[src/rtl/regfile_wb_sched.sv]
// Write-back arbiter (round-robin over ALU/load/muldiv) and per-register hazard scoreboard.
// Optional same-cycle forwarding from the write port when REGFILE_WB_BYPASS_EN is defined.
module regfile_wb_sched #(
   parameter int unsigned NSRC = 3,
   parameter int unsigned DW   = 16,
   parameter int unsigned AW   = 3
) (
   input  logic                 clk,
   input  logic                 rst_n,
   input  logic [NSRC-1:0]      wb_valid,
   input  logic [NSRC*AW-1:0]   wb_addr,
   input  logic [NSRC*DW-1:0]   wb_data,
   output logic [NSRC-1:0]      wb_ready,
   output logic                 we3,
   output logic [AW-1:0]        wa3,
   output logic [DW-1:0]        wd3,
   input  logic                 iss_valid,
   input  logic [AW-1:0]        iss_dst,
   output logic                 iss_ready,
   input  logic [AW-1:0]        ra1,
   input  logic [AW-1:0]        ra2,
   input  logic                 use1,
   input  logic                 use2,
   output logic                 stall,
   output logic                 err_underflow
`ifdef REGFILE_WB_BYPASS_EN
   ,
   output logic                 fwd1,
   output logic                 fwd2,
   output logic [DW-1:0]        fwd_data
`endif
);

   localparam int unsigned NREG = 1 << AW;
   localparam int unsigned PW   = $clog2(NSRC);

   logic [PW-1:0] rr_q, rr_d;
   logic          we3_q;
   logic [AW-1:0] wa3_q;
   logic [DW-1:0] wd3_q;
   logic [1:0]    cnt_q [NREG];
   logic [1:0]    cnt_d [NREG];
   logic          err_q, err_d;

   logic            grant;
   logic [PW-1:0]   win;
   logic [AW-1:0]   win_addr;
   logic [DW-1:0]   win_data;
   logic [NREG-1:0] inc, dec;
   logic            hz1, hz2;

   // First valid requester at or after the pointer, wrapping.
   always_comb begin
      int unsigned idx;
      idx      = 0;
      wb_ready = '0;
      grant    = 1'b0;
      win      = rr_q;
      for (int unsigned k = 0; k < NSRC; k++) begin
         idx = (32'(rr_q) + k) % NSRC;
         if (!grant && wb_valid[idx]) begin
            grant         = 1'b1;
            win           = PW'(idx);
            wb_ready[idx] = 1'b1;
         end
      end
   end

   assign win_addr = wb_addr[32'(win) * AW +: AW];
   assign win_data = wb_data[32'(win) * DW +: DW];

   always_comb begin
      rr_d = rr_q;
      if (grant) begin
         rr_d = (win == PW'(NSRC - 1)) ? '0 : win + 1'b1;
      end
   end

   always_ff @(posedge clk or negedge rst_n) begin
      if (!rst_n) begin
         rr_q  <= '0;
         we3_q <= 1'b0;
         wa3_q <= '0;
         wd3_q <= '0;
      end else begin
         rr_q  <= rr_d;
         // Writes to r0 are consumed but never reach the register file.
         we3_q <= grant && (win_addr != '0);
         if (grant && (win_addr != '0)) begin
            wa3_q <= win_addr;
            wd3_q <= win_data;
         end
      end
   end

   assign we3 = we3_q;
   assign wa3 = wa3_q;
   assign wd3 = wd3_q;

   assign iss_ready = (iss_dst == '0) || (cnt_q[iss_dst] != 2'd3);

   always_comb begin
      inc = '0;
      dec = '0;
      if (iss_valid && iss_ready && (iss_dst != '0)) inc[iss_dst] = 1'b1;
      if (we3_q) dec[wa3_q] = 1'b1;
   end

   // A retire and an issue to the same register cancel out.
   always_comb begin
      cnt_d = cnt_q;
      err_d = err_q;
      for (int r = 0; r < NREG; r++) begin
         if (r == 0) begin
            cnt_d[r] = '0;
         end else if (inc[r] && !dec[r]) begin
            if (cnt_q[r] != 2'd3) cnt_d[r] = cnt_q[r] + 2'd1;
         end else if (dec[r] && !inc[r]) begin
            if (cnt_q[r] == 2'd0) err_d = 1'b1;
            else                  cnt_d[r] = cnt_q[r] - 2'd1;
         end
      end
   end

   always_ff @(posedge clk or negedge rst_n) begin
      if (!rst_n) begin
         for (int r = 0; r < NREG; r++) cnt_q[r] <= '0;
         err_q <= 1'b0;
      end else begin
         cnt_q <= cnt_d;
         err_q <= err_d;
      end
   end

   assign err_underflow = err_q;

`ifdef REGFILE_WB_BYPASS_EN
   // Last outstanding write is on the port right now: decode can take wd3 directly.
   assign fwd1     = we3_q && (wa3_q == ra1) && (ra1 != '0) && (cnt_q[ra1] == 2'd1);
   assign fwd2     = we3_q && (wa3_q == ra2) && (ra2 != '0) && (cnt_q[ra2] == 2'd1);
   assign fwd_data = wd3_q;
   assign hz1 = (ra1 != '0) && (cnt_q[ra1] != 2'd0) && !fwd1;
   assign hz2 = (ra2 != '0) && (cnt_q[ra2] != 2'd0) && !fwd2;
`else
   assign hz1 = (ra1 != '0) && (cnt_q[ra1] != 2'd0);
   assign hz2 = (ra2 != '0) && (cnt_q[ra2] != 2'd0);
`endif

   assign stall = (use1 && hz1) || (use2 && hz2) || (iss_valid && !iss_ready);

endmodule
[config.mk]
export PLATFORM = sky130hd
export DESIGN_NAME = regfile_wb_sched
export DESIGN_NICKNAME = d
export VERILOG_FILES = /design/src/rtl/regfile_wb_sched.sv
export SDC_FILE = /design/constraint.sdc
export NUM_CORES = 1
export LEC_CHECK = 0
export ABC_CLOCK_PERIOD_IN_PS = 3200
export BUFFER_PORTS_ARGS = -buffer_cell sky130_fd_sc_hd__buf_2
export CAP_MARGIN = 30
export CORE_MARGIN = 4
export CORE_UTILIZATION = 53
export DETAILED_ROUTE_END_ITERATION = 8
export PLACE_DENSITY = 0.92
export SLEW_MARGIN = 30
export SYNTH_ARGS = -nofsm -noshare
export SYNTH_HDL_FRONTEND = slang
export SYNTH_SLANG_ARGS = --single-unit
[constraint.sdc]
create_clock -name clk -period 3.2 [get_ports clk]
set_input_delay 0.16 -clock clk [delete_from_list [all_inputs] [get_ports clk]]
set_output_delay 0.16 -clock clk [all_outputs]
set_load 0.03 [all_outputs]
==> results.cfg <==
[logic_synthesis]
synth-async-reset-ratio_pct = 100.0
yosysWarnings = 0
syn-cell-area_mm2 = 0.003293
yosysSeqAreaShare_pct = 28.12
yosysUniqueCellTypes = 59
synth_cells = 361
avgSynthCellArea_um2 = 9.122
syn_nets = 453
synth_edf_count = 0
synth_flop_cell = dfrtp_1
yosys_register_bits = 37

[routing]
vias = 3244
drt_iter0_drc = 181
viasPerCell = 6.075
drt_pass1_iterations = 4
wire_per_inst_um = 16.11
drc = 0
drt_wl_total_mm = 8.603
antenna_left = 0

[critical_path]
cp-end-kind = flop
cp_max_fo = 22
start_kind = flop
path_delay_family = simple AND/OR/NAND/NOR gates
slowest_delay_ns = 0.40
critPathKind = flop to flop
crit_slowest_cell = dfrtp_1
worstPathRequired_ns = 3.40
crit_path_cell_trace = inv_1, ha_1, buf_4, or3b_1, a21oi_1, o21bai_1, a41o_1, buf_4, and3_1, or2_2, o311ai_1
path_buf_inv = 3
cp_data_arrival_time_ns = 3.19
cp_common_cell = buf_4

[cells_and_area]
layout.nets = 550
area_growth_pct = 20.71
final_common_cell = buf_2
layout-drive-gt1-share_pct = 31.59
antenna-diode-count = 0
mostFrequentLayoutCells = buf_2, dfrtp_1, o21ai_0

[floorplanning]
rows = 28
die_x_um = 86.83
coreArea_mm2 = 0.005991
die_height_um = 86.83
pin_count = 100
die-area_mm2 = 0.007539
start_util_pct = 54.97

[placement]
gp_congestion = 0.8888
dp_hpwl_mm = 6.749
port_buffers = 99

[timing]
rsz0062_at_grt = false
timing.final.crit_share_pct = 93.36
worst_pin_slew_ns = 0.8224
fin_setup_tns_ns = 0
fin_skew_ns = 0.007229
min_period_ns = 2.987
setup_viol = 0
max_freq_mhz = 334.7
slew_headroom_pct = 45.17
slew_viol_final = 0
hold_violations = 0

[global_route]
antenna_found_initial = 0
grt_pass1_vias = 3086
grt_overflow_total = 0
grt_max_degree = 38
grt.total_usage_pct = 23.21
grt_pass1_wl_mm = 13.99

[clock_network]
h-tree-depth = 2
insertion_delay_ns = 0.30
clockBufferDepth = 2
cts_root_buffer = clkbuf_8
cts_made_buffers = 5
clock_sink_count = 37
path_clk_slew_ns = 0.08
cts_tree = yes

[power]
powerDensity_mw_per_mm2 = 1027
p_leak_nw = 1.973
p_total_mw = 4.081
peakVddDrop_v = 0.0006653

[outcome]
status = complete, no violations

[job]
drv_cap = 0

[worst_hold_path]
hold_class = input pin to flop
[layer usage]
metal	share of wire (%)	GRT usage [%]	vias to the layer above	routed length [µm]
met4	2.4	8.640	0	209
met5	0	0	-	0
met3	8.0	5.798	18	688
met1	42	29.01	1540	3647
met2	47	38.51	144	4057
li1	-	-	1542	-
[logic make-up after synthesis]
group	Yosys count	synth area share (%)
muxes	44	16.22
and+or+nand+nor	121	20.59
adders and majority gates	19	7.143
DFF	37	28.12
buffers and inverters	34	5.091
AOI/OAI and AO/OA	106	22.83
[cell type report]
type                       instances  area (µm²)
clock buffer                       6       82.58
clock inverter                     2       13.76
fill                             459        2016
inverter                          15       56.30
multi-input combinational        290        2213
sequential                        37       925.9
tap                               75       93.84
timing repair buffer             109       589.3
[cells in the mapped netlist (7+ instances only)]
| cell type | n | area (µm²) |
|---|---|---|
| inv_1 | 15 | 56.30 |
| nor2b_1 | 13 | 81.33 |
| nand3_1 | 10 | 50.05 |
| dfrtp_1 | 37 | 925.9 |
| a21oi_1 | 13 | 65.06 |
| mux2i_1 | 23 | 230.2 |
| o21bai_1 | 8 | 60.06 |
| ha_1 | 18 | 225.2 |
| mux2_4 | 9 | 135.1 |
| nor2_1 | 24 | 90.09 |
| o2bb2ai_1 | 19 | 166.4 |
| nand2_1 | 28 | 105.1 |
| mux2_1 | 7 | 78.83 |
| or2_2 | 7 | 43.79 |
| nand2b_1 | 7 | 43.79 |
| o21ai_0 | 30 | 150.1 |
| buf_2 | 11 | 55.05 |
[path summary, 6_finish.rpt]
check	endpoint	from	cells past startpoint	slack, ns
worst min-delay path	wd3[11]	wb_data[43]	3	0.18
worst max register to register	wa3[2]	rr_q[0]	11	0.21
worst max-delay path	wa3[2]	rr_q[0]	11	0.21
min in group asynchronous	cnt_q[11]	rst_n	2	0.49
worst min register to register	wd3[1]	wd3[1]	1	0.49
max in group asynchronous	cnt_q[12]	rst_n	2	2.19
[repair_timing]
item / 4_1_cts / 5_1_grt
endpoints found under the setup margin: 0 / 16
hold buffers: 1 / 0
endpoints found under the hold margin: 37 / 0
gates resized for setup: 0 / 3
setup buffers: 0 / 0
[worst register-to-register path: cells and delay by family, from the launching register on]
family | cells | cell delay [ns]
AOI/OAI and AO/OA | 4 | 0.77
adders and majority gates | 1 | 0.37
buffers and inverters | 3 | 0.52
DFF | 1 | 0.40
and+or+nand+nor | 3 | 0.86
[sequential cells by signal, summed over array words and instances (netlist names)]
name / cells
rr_q: 2
wd3: 16
wa3: 3
we3: 1
err_underflow: 1
cnt_q: 14
[power breakdown]
group	switching (mW)	internal, mW
clock	0.181	0.175
combinational	1.61	1.30
sequential	0.158	0.656
[stage by stage]
step	std cells	worst slack [ns]	utilization, %	hold slack, ns	area, µm²
6_report	534	0.2125	66.35	0.1819	3975
5_1_grt	534	0.005772	66.35	0.1862	3975
4_1_cts	534	0.1020	66.10	0.1770	3960
3_5_place_dp	525	0.1239	64.33	0.3078	3854
3_3_place_gp	525	0.1908	64.29	0.2935	3851
2_1_floorplan	361	0.4474	-	-0.1356	3293
(Power assumes the default switching activity.)
